==> src/rtl/dma_bus_responder.sv <==
// Memory-side responder for the OAM DMA engine: arbitrates the main bus between
// the CPU and the DMA master, tracks transfer progress and exports lock/debug flags.
module dma_bus_responder #(
    parameter logic [15:0] OAM_BASE  = 16'hFE00,
    parameter int          OAM_BYTES = 160
) (
    input  logic        i_clk,
    input  logic        i_reset,
    input  logic        i_dma_active,
    input  logic [15:0] i_dma_addr,
    input  logic        i_dma_read_en,
    input  logic        i_dma_write_en,
    input  logic [7:0]  i_dma_wdata,
    output logic [7:0]  o_dma_rdata,
    input  logic [15:0] i_cpu_addr,
    input  logic        i_cpu_read_en,
    input  logic        i_cpu_write_en,
    input  logic [7:0]  i_cpu_wdata,
    output logic [7:0]  o_cpu_rdata,
    output logic [15:0] o_mem_addr,
    output logic        o_mem_read_en,
    output logic        o_mem_write_en,
    output logic [7:0]  o_mem_wdata,
    input  logic [7:0]  i_mem_rdata,
    output logic [15:0] o_high_addr,
    output logic        o_high_read_en,
    output logic        o_high_write_en,
    output logic [7:0]  o_high_wdata,
    input  logic [7:0]  i_high_rdata,
    output logic        o_oam_locked,
    output logic        o_cpu_blocked,
    output logic        o_dma_done,
    output logic        o_dma_err,
    output logic [7:0]  o_byte_count
);

    typedef enum logic [1:0] {
        S_IDLE  = 2'd0,
        S_OWNED = 2'd1,
        S_DRAIN = 2'd2
    } state_t;

    typedef struct packed {
        logic [15:0] addr;
        logic        rd;
        logic        wr;
        logic [7:0]  wdata;
    } bus_req_t;

    localparam logic [16:0] WIN_LO   = {1'b0, OAM_BASE};
    localparam logic [16:0] WIN_HI   = {1'b0, OAM_BASE} + 17'(OAM_BYTES);
    localparam logic [8:0]  DONE_CNT = 9'(OAM_BYTES);

    state_t      r_state;
    state_t      w_state_nxt;
    logic        w_enter;
    logic        r_oam_locked;
    logic        r_cpu_blocked;
    logic        r_dma_done;
    logic        r_dma_err;
    logic [7:0]  r_byte_count;

    logic        w_own;
    logic        w_in_window;
    logic        w_cpu_high;
    logic        w_cpu_main;
    logic        w_accept;
    logic        w_bad_write;
    logic        w_done_hit;
    logic        w_err_nxt;
    logic [7:0]  w_count_base;
    logic [7:0]  w_count_nxt;
    bus_req_t    w_mem;
    bus_req_t    w_high;

    // Ownership is combinational so strobes in the first dma_active cycle are serviced.
    assign w_own       = i_dma_active | (r_state != S_IDLE);
    assign w_in_window = ({1'b0, i_dma_addr} >= WIN_LO) && ({1'b0, i_dma_addr} < WIN_HI);
    assign w_cpu_high  = (i_cpu_addr[15:8] == 8'hFF);
    assign w_cpu_main  = ~w_cpu_high & (i_cpu_read_en | i_cpu_write_en);
    assign w_accept    = w_own & i_dma_write_en & w_in_window;
    assign w_bad_write = w_own & i_dma_write_en & ~w_in_window;

    always_comb begin
        w_state_nxt = r_state;
        w_enter     = 1'b0;
        case (r_state)
            S_IDLE: begin
                if (i_dma_active) begin
                    w_state_nxt = S_OWNED;
                    w_enter     = 1'b1;
                end
            end
            S_OWNED: begin
                if (!i_dma_active) w_state_nxt = S_DRAIN;
            end
            S_DRAIN: begin
                w_state_nxt = i_dma_active ? S_OWNED : S_IDLE;
            end
            default: w_state_nxt = S_IDLE;
        endcase
    end

    // A transfer starting this cycle counts from zero, including a write in that same cycle.
    always_comb begin
        w_count_base = w_enter ? 8'd0 : r_byte_count;
        w_count_nxt  = w_count_base;
        if (w_accept && (w_count_base != 8'hFF)) w_count_nxt = w_count_base + 8'd1;
        w_done_hit = w_accept && ({1'b0, w_count_base} == (DONE_CNT - 9'd1));
        w_err_nxt  = w_bad_write | (r_dma_err & ~w_enter);
    end

    always_comb begin
        w_mem  = '0;
        w_high = '0;
        if (w_cpu_high && (i_cpu_read_en || i_cpu_write_en)) begin
            w_high.addr  = i_cpu_addr;
            w_high.rd    = i_cpu_read_en;
            w_high.wr    = i_cpu_write_en;
            w_high.wdata = i_cpu_write_en ? i_cpu_wdata : 8'h00;
        end
        if (w_own) begin
            if (i_dma_read_en || i_dma_write_en) begin
                w_mem.addr  = i_dma_addr;
                w_mem.rd    = i_dma_read_en;
                w_mem.wr    = i_dma_write_en & w_in_window;
                w_mem.wdata = (i_dma_write_en & w_in_window) ? i_dma_wdata : 8'h00;
            end
        end else if (w_cpu_main) begin
            w_mem.addr  = i_cpu_addr;
            w_mem.rd    = i_cpu_read_en;
            w_mem.wr    = i_cpu_write_en;
            w_mem.wdata = i_cpu_write_en ? i_cpu_wdata : 8'h00;
        end
    end

    always_comb begin
        o_cpu_rdata = 8'hFF;
        if (w_cpu_high && i_cpu_read_en)
            o_cpu_rdata = i_high_rdata;
        else if (!w_cpu_high && i_cpu_read_en && !w_own)
            o_cpu_rdata = i_mem_rdata;
        o_dma_rdata = (w_own && i_dma_read_en) ? i_mem_rdata : 8'hFF;
    end

    always_ff @(posedge i_clk) begin
        if (!i_reset) begin
            r_state       <= S_IDLE;
            r_oam_locked  <= 1'b0;
            r_byte_count  <= 8'd0;
            r_dma_done    <= 1'b0;
            r_cpu_blocked <= 1'b0;
            r_dma_err     <= 1'b0;
        end else begin
            r_state       <= w_state_nxt;
            r_oam_locked  <= (w_state_nxt != S_IDLE);
            r_byte_count  <= w_count_nxt;
            r_dma_done    <= w_done_hit;
            r_cpu_blocked <= w_own & w_cpu_main;
            r_dma_err     <= w_err_nxt;
        end
    end

    assign o_mem_addr      = w_mem.addr;
    assign o_mem_read_en   = w_mem.rd;
    assign o_mem_write_en  = w_mem.wr;
    assign o_mem_wdata     = w_mem.wdata;
    assign o_high_addr     = w_high.addr;
    assign o_high_read_en  = w_high.rd;
    assign o_high_write_en = w_high.wr;
    assign o_high_wdata    = w_high.wdata;
    assign o_oam_locked    = r_oam_locked;
    assign o_cpu_blocked   = r_cpu_blocked;
    assign o_dma_done      = r_dma_done;
    assign o_dma_err       = r_dma_err;
    assign o_byte_count    = r_byte_count;

endmodule

==> config.mk <==
export PLATFORM = sky130hd
export DESIGN_NAME = dma_bus_responder
export DESIGN_NICKNAME = d
export VERILOG_FILES = /design/src/rtl/dma_bus_responder.sv
export SDC_FILE = /design/constraint.sdc
export NUM_CORES = 1
export LEC_CHECK = 0
export BUFFER_PORTS_ARGS = -buffer_cell sky130_fd_sc_hd__buf_4
export CAP_MARGIN = 20
export CELL_PAD_IN_SITES_DETAIL_PLACEMENT = 1
export CELL_PAD_IN_SITES_GLOBAL_PLACEMENT = 2
export CORE_MARGIN = 3
export CORE_UTILIZATION = 16
export DETAILED_ROUTE_END_ITERATION = 10
export GPL_ROUTABILITY_DRIVEN = 0
export PLACE_DENSITY_LB_ADDON = 0.1
export SYNTH_ARGS = -nofsm -noshare
export SYNTH_HDL_FRONTEND = slang
export SYNTH_SLANG_ARGS = --single-unit
export TNS_END_PERCENT = 100
==> constraint.sdc <==
create_clock -name i_clk -period 5.5 [get_ports i_clk]
set_input_delay 0.275 -clock i_clk [delete_from_list [all_inputs] [get_ports i_clk]]
set_output_delay 0.275 -clock i_clk [all_outputs]
set_load 0.005 [all_outputs]
==> reports/results.tsv, run 1 <==
metric	value	unit
synth_top_area_cell	dfxtp_1	
port-buffer-count	150	
critPathRequiredTime	5680	ps
ys_seq_area_frac	0.219	
hold_viol_final	0	
p_switching	91.3	µW
dpl-instance-area	2490	µm²
ys_warn_count	0	
holdPathStages	2	
crit_type	reg -> reg	
grt_setup_unrepaired	false	
p_clk_frac	0.308	
cts.sinks	14	
relSlewSlack	0.533	
pre_cts_slack	3090	ps
r2r_start	r_state[1]	
r2r-end	o_byte_count[3]	
yosys-top-cells-count	a22o_1 (24), dfxtp_1 (14), nor2_1 (14), and2_1 (12)	
grt_max_degree	17	
synthArstFlopShare	0	
cts_buffers	3	
firstDrtPassIters	4	
yosysMostFrequentCell	a22o_1	
clockRootBuffer	clkbuf_8	
dpl.hpwl	5910	µm
final_core_util	0.343	
cts_buffer_depth	2	
gr-total-overflow	0	
grt_pass1_vias	1860	
power.density	131	nW/µm²
min_from	i_dma_active	
nFillCells	933	
synth.area.top_cells	dfxtp_1 (22%), a22o_1 (16%), and2_1 (5.9%), o22a_1 (5.5%), or2_2 (5.4%)	
vias_per_cell	4.65	
ys_ff_latch	14	
htree_levels	1	
coreArea	7490	µm²
grt_usage	0.141	
worstHoldPathType	in -> reg	
crit_fanout	13	
endpoint_kind	flip-flop	
vias	1941	
r2r_cells	7	
setup_viol	0	
p_leak	0.00129	µW
p_int	244	µW
synth.distinct_cells	33	
synth_edf_count	0	
final_nets	391	
syn_area	1280	µm²
chipHeight	95.4	µm
area_growth	101	%
route.detailed.drc	0	
cts-hold-fix-buffers	0	
slew_violations	0	
clock_latency	250	ps
die_x	95.4	µm
tns	0	ps
rows	31	
ant_nets	0	
synth_top_area_share	0.219	
worstSetupStartpointType	flip-flop	
postCtsSetupBuffers	0	
grt_pass1_wl	10100	µm
period_needed	2390	ps
clk_pin_slew	60	ps
drive_above_1_share	0.538	
combPwrFrac	0.378	
first_iter_violations	48	
antenna_found_initial	0	
synth_ff_type	dfxtp_1	
p_sw_frac	0.272	
wl_per_cell	16.7	µm
cap_violations	0	
ff_latch_area	280	µm²
syn_nets	243	
finalCritPeriodShare	0.435	
fin_worst_skew	2.09	ps
ff2ff_setup_slack	3110	ps
min_delay_worst_endpoint	r_state[1]	
tritoncts	done	
diodes	0	
power_frac_seq	0.313	
ir_drop	0.000117	V
multi_input_area	952	µm²
initial_utilization	0.171	
cts_resized	0	
syn-instance-count	171	
max_freq	0.418	GHz
worst_pin_slew	698	ps
postSynthAreaPerCell	7.48	µm²
die_area	9100	µm²
finalInstanceArea	2570	µm²
drt_wl_total	6980	µm
io_pins	151	
status	finished, final reports clean	
worst_slack	3110	ps
cp.arrival	2570	ps
==> state kept, by name, indices dropped and copies added, names as in the netlist <==
signal	flops
o_dma_err	1
o_cpu_blocked	1
o_oam_locked	1
o_byte_count	8
o_dma_done	1
r_state	2
==> layer usage <==
metal,global-route usage,share of wire
met3,0.0418,0.10
met2,0.273,0.50
met5,0,0
met4,0.00711,0.00057
met1,0.158,0.39
==> layout by cell type, fill, tap and decap left out, drive strengths merged <==
cell / n
buf: 152
a22o: 24
nor2: 14
dfxtp: 14
and2: 12
or2: 11
nand2: 11
and3: 11
nand3: 9
o22a: 8
a21oi: 7
nand4: 5
and4: 5
nor3: 5
o21ai: 4
clkbuf: 4
inv: 3
nor4: 3
or3: 2
or4: 2
a41o: 2
or3b: 1
o31a: 1
and4b: 1
o311ai: 1
a31o: 1
nor3b: 1
a31oi: 1
o31ai: 1
a22oi: 1
ha: 1
==> kinds of logic after synthesis <==
| family | share of synthesized area |
|---|---|
| AOI/OAI and AO/OA | 0.315 |
| adders and majority gates | 0.00978 |
| buffers and inverters | 0.0362 |
| DFF | 0.219 |
| and+or+nand+nor | 0.420 |
==> layout make-up <==
class	count	area share
Sequential cell	14	0.109
Clock buffer	4	0.0214
Timing Repair Buffer	152	0.446
Inverter	3	0.00439
Multi-Input combinational cell	145	0.371
Tap cell	99	0.0482
==> power by group through the flow <==
stage          logic (µW)  clock network, µW  registers, µW
2_1_floorplan        40.3                  0            107
3_3_place_gp          126                  0            107
3_5_place_dp          127                  0            108
4_1_cts               127                107            105
5_1_grt               138                116            105
6_report              127                103            105
==> worst max-delay path, cell delays in order, from the launching register on <==
cell and delay (ps):
dfxtp_1 360, or3b_4 500, and2_1 210, ha_1 220
and4_1 230, and3_4 200, or4_1 460, a21oi_1 140
==> per-stage QoR <==
step	hold slack (ps)	cells	total power [µW]
5_1_grt	241	417	359
3_3_place_gp	504	411	234
4_1_cts	243	415	339
3_5_place_dp	501	411	234
2_1_floorplan	358	171	148
6_report	248	417	336
==> worst max-delay path by stage <==
stage	start	end	slack, ps
after floorplan	r_state[1]	o_byte_count[4]	3130
after global placement	i_dma_active	o_byte_count[3]	3150
after detailed placement	i_dma_active	o_byte_count[3]	3090
after CTS	r_state[1]	o_mem_addr[7]	2950
after global routing	r_state[1]	o_byte_count[3]	2980
final	r_state[1]	o_byte_count[3]	3110
No activity file was read; power rests on OpenSTA's default activity.
==> run 2: changes to the inputs <==
--- a/config.mk
+++ b/config.mk
@@ -10,7 +10,7 @@
 export CELL_PAD_IN_SITES_DETAIL_PLACEMENT = 1
 export CELL_PAD_IN_SITES_GLOBAL_PLACEMENT = 2
 export CORE_MARGIN = 3
-export CORE_UTILIZATION = 16
+export CORE_UTILIZATION = 13
 export DETAILED_ROUTE_END_ITERATION = 10
 export GPL_ROUTABILITY_DRIVEN = 0
 export PLACE_DENSITY_LB_ADDON = 0.1
==> constraint.sdc (replaced) <==
create_clock -name i_clk -period 1.95 [get_ports i_clk]
set_input_delay 0.0975 -clock i_clk [delete_from_list [all_inputs] [get_ports i_clk]]
set_output_delay 0.0975 -clock i_clk [all_outputs]
set_load 0.005 [all_outputs]
==> reports/results.tsv, run 2 (synthesized netlist as in run 1, its figures left out) <==
metric	value	unit
status	finished with violations	
failed_checks	negative setup slack	
antenna_found_initial	0	
min_delay_worst_endpoint	r_state[1]	
finalCritPeriodShare	1.04	
drt_wl_total	7840	µm
chipHeight	105	µm
hold_viol_final	0	
vias_per_cell	4.36	
grt_setup_unrepaired	true	
worstHoldPathType	in -> reg	
crit_path_max_incr_delay	420	ps
vias	2017	
rows	35	
path_cells	or3b_4, and2_4, ha_4, and4_4, and3_4, or4_4, a21oi_2	
gr-total-overflow	0	
layout_common_cells	buf_4 (164), a22o_1 (24), nor2_1 (14)	
clock_latency	250	ps
cts-hold-fix-buffers	0	
max_freq	0.494	GHz
coreArea	9420	µm²
cts.sinks	14	
cap_violations	0	
ff2ff_setup_slack	-80	ps
fin_worst_skew	2.85	ps
area_growth	121	%
clockRootBuffer	clkbuf_8	
wl_met3	530	µm
final_common_cell	buf_4	
power.density	331	nW/µm²
htree_levels	1	
ant_nets	0	
largest_reg_flops	8	
setup_viol	2	
r2r_cells	7	
period_needed	2030	ps
die_area	11100	µm²
crit_family	simple AND/OR/NAND/NOR gates	
worst_pin_slew	535	ps
min_from	i_reset	
dpl.hpwl	6630	µm
wl_met1	3340	µm
tns	-140	ps
critPathRequiredTime	2130	ps
first_iter_violations	63	
grt_pass1_wl	12000	µm
top_layer_used	met4	
grt_pass1_vias	2033	
crit_fanout	7	
cp.arrival	2210	ps
cts_buffers	3	
wl_per_cell	16.9	µm
crit_type	reg -> reg	
endpoint_kind	flip-flop	
firstDrtPassIters	4	
final_nets	408	
r2r_start	r_state[0]	
port-buffer-count	150	
drive_above_1_share	0.611	
relSlewSlack	0.642	
r2r-end	o_byte_count[4]	
initial_utilization	0.136	
ir_drop	0.000116	V
holdPathStages	3	
wl_met2	3900	µm
grt_max_degree	17	
final_core_util	0.300	
die_x	105	µm
crit_path_top_delay_cell	or4_4	
grt_usage	0.134	
worst_slack	-75.0	ps
clk_pin_slew	60	ps
route.detailed.drc	0	
p_leak	0.00138	µW
slew_violations	0	
diodes	0	
crit_buf_inv	0	
tritoncts	done	
cts_buffer_depth	2	
io_pins	151	
worstSetupStartpointType	flip-flop	
run 2: changes by cell type in the layout (fill, tap and decap cells not counted), sizes merged:
cell,delta
buf,+17
clkbuf,-1
run 2: layer usage:
metal  vias to the layer above  global-route usage
met1                       936               0.158
met4                         0              0.0150
li1                        991                   -
met3                         4              0.0377
met5                         -                   0
met2                        86               0.245
run 2: stage by stage:
stage	power (µW)	cells	area (µm²)	hold slack (ps)	setup slack, ps
after floorplan	420	171	1310	180	-170
after global placement	682	457	2670	402	-68.2
after detailed placement	686	458	2680	404	-106
after CTS	943	461	2730	140	-90.7
after global routing	994	463	2820	143	-128
final	933	463	2820	138	-75.0
run 2: worst max-delay path by stage:
stage / cells after the start / start / to
5_1_grt: 7 / r_state[0] / o_byte_count[3]
3_5_place_dp: 7 / r_state[0] / o_byte_count[4]
3_3_place_gp: 7 / r_state[0] / o_byte_count[3]
4_1_cts: 7 / r_state[0] / o_byte_count[4]
2_1_floorplan: 8 / r_state[0] / o_byte_count[3]
6_report: 7 / r_state[0] / o_byte_count[4]
run 2: what timing repair did:
action | 4_1_cts | 5_1_grt
gates cloned | 0 | 1
setup endpoints to repair | 25 | 34
setup buffers | 0 | 1
pin swaps | 0 | 14
gates resized for setup | 4 | 20
run 2: tightest hold or removal path, stage by stage:
cell and delay, ps:
buf_4 140, nand2_1 60, nor3_1 50
run 2: power breakdown:
part,switching [µW],internal [µW],total (µW)
Sequential,2.53,293,295
Combinational,155,238,393
Clock,108,137,245
Total,266,668,933
run 2: area by class of cell:
type / instances / area [µm²]
Clock buffer: 3 / 41.3
Fill cell: 1158 / 6590
Inverter: 3 / 11.3
Multi-Input combinational cell: 145 / 1040
Sequential cell: 14 / 283
Tap cell: 129 / 161
Timing Repair Buffer: 169 / 1290
==> run 3: changes to the inputs <==
--- a/config.mk
+++ b/config.mk
@@ -14,7 +14,8 @@
 export DETAILED_ROUTE_END_ITERATION = 10
 export GPL_ROUTABILITY_DRIVEN = 0
 export PLACE_DENSITY_LB_ADDON = 0.1
+export REMOVE_ABC_BUFFERS = 1
 export SYNTH_ARGS = -nofsm -noshare
 export SYNTH_HDL_FRONTEND = slang
 export SYNTH_SLANG_ARGS = --single-unit
-export TNS_END_PERCENT = 100
+export TNS_END_PERCENT = 20
==> constraint.sdc (replaced) <==
create_clock -name i_clk -period 1.95 [get_ports i_clk]
set_input_delay 0.0975 -clock i_clk [delete_from_list [all_inputs] [get_ports i_clk]]
set_output_delay 0.0975 -clock i_clk [all_outputs]
set_load 0.02 [all_outputs]
==> reports/results.tsv, run 3 (synthesized netlist as in run 1, its figures left out) <==
metric	value	unit
top_usage_layer	met2	
grt_usage	0.139	
antenna_found_initial	0	
ant_nets	0	
drt_wl_total	8140	µm
r2r_start	r_state[1]	
crit_path_top_delay_cell	or4_4	
relSlewSlack	0.538	
hold_viol_final	0	
vias	1996	
p_leak	0.00139	µW
worstHoldPathType	in -> reg	
grt_pass1_wl	12200	µm
cap_violations	0	
port-buffer-count	150	
grt_pass1_vias	1988	
cts-hold-fix-buffers	0	
coreArea	9420	µm²
final_core_util	0.301	
area_growth	122	%
fin_worst_skew	1.36	ps
htree_levels	1	
dpl.hpwl	6920	µm
critPathRequiredTime	2130	ps
crit_fanout	4	
cts_buffer_depth	2	
layout_common_cells	buf_4 (152), a22o_1 (24), buf_6 (16)	
ir_drop	0.000193	V
whs	143	ps
final_common_cell	buf_4	
final_nets	407	
finalCritPeriodShare	1.05	
endpoint_kind	flip-flop	
crit_buf_inv	0	
firstDrtPassIters	4	
worstSetupStartpointType	flip-flop	
wl_per_cell	17.6	µm
crit_type	reg -> reg	
die_x	105	µm
min_from	i_reset	
first_iter_violations	58	
tns	-253	ps
grt_use_met3	0.0290	
route.detailed.drc	0	
nFillCells	1160	
rows	35	
ff_latch_area	283	µm²
multi_input_area	1020	µm²
crit_path_max_incr_delay	420	ps
power.density	361	nW/µm²
crit_family	simple AND/OR/NAND/NOR gates	
setup_viol	3	
initial_utilization	0.136	
finalPower	1020	µW
grt_max_degree	17	
cts_buffers	3	
path_cells	or3b_4, and2_4, ha_4, and4_1, and3_4, or4_4, a21oi_2	
max_freq	0.489	GHz
slew_violations	0	
worst_pin_slew	692	ps
chipHeight	105	µm
cp.arrival	2230	ps
worst_slack	-95.0	ps
die_area	11100	µm²
cts.sinks	14	
period_needed	2050	ps
diodes	0	
status	finished with violations	
clockRootBuffer	clkbuf_8	
clk_pin_slew	60	ps
vias_per_cell	4.32	
met1_usage	0.164	
largest_reg_flops	8	
io_pins	151	
gr-total-overflow	0	
failed_checks	negative setup slack	
grt_setup_unrepaired	true	
drive_above_1_share	0.604	
use_met2	0.263	
crit_start	r_state[1]	
clock_latency	240	ps
tritoncts	done	
-- run 3: what timing repair did --
action,CTS,global route
gates resized for setup,12,25
hold endpoints to repair,0,0
pin swaps,9,13
buffers inserted,0,1
setup endpoints to repair,35,39
gates cloned,0,1
-- run 3: tightest hold or removal path, delay by kind of cell --
family,cells,cell delay [ps]
and+or+nand+nor,1,70
AOI/OAI and AO/OA,1,50
buffers and inverters,1,140
-- run 3: routing by layer --
metal	up-vias	wire length, µm	share of wire
met1	946	3330	0.41
met3	4	348	0.043
met5	-	0	0
met4	0	53	0.0065
met2	60	4410	0.54
li1	986	-	-
-- run 3: per-stage QoR --
step	cells	area, µm²	worst slack [ps]
after global placement	457	2650	-175
after floorplan	162	1240	-279
after detailed placement	457	2650	-239
final	462	2840	-95.0
after global routing	462	2840	-141
after CTS	460	2740	-99.9
-- run 3: final cells by class --
type / count / area share
Inverter: 3 / 0.00397
Multi-Input combinational cell: 145 / 0.359
Sequential cell: 14 / 0.0997
Timing Repair Buffer: 168 / 0.466
Clock buffer: 3 / 0.0146
Tap cell: 129 / 0.0569
-- run 3: final timing paths --
check | end | slack [ps] | cells after the start
worst max-delay path | o_byte_count[3] | -100 | 7
worst min-delay path | r_state[0] | 140 | 3
worst max register to register | o_byte_count[3] | -100 | 7
worst min register to register | o_dma_done | 510 | 2
-- run 3: report_power, final --
group	internal, µW	switching, µW
Sequential	293	2.74
Clock	137	106
Combinational	253	233
Total	683	341
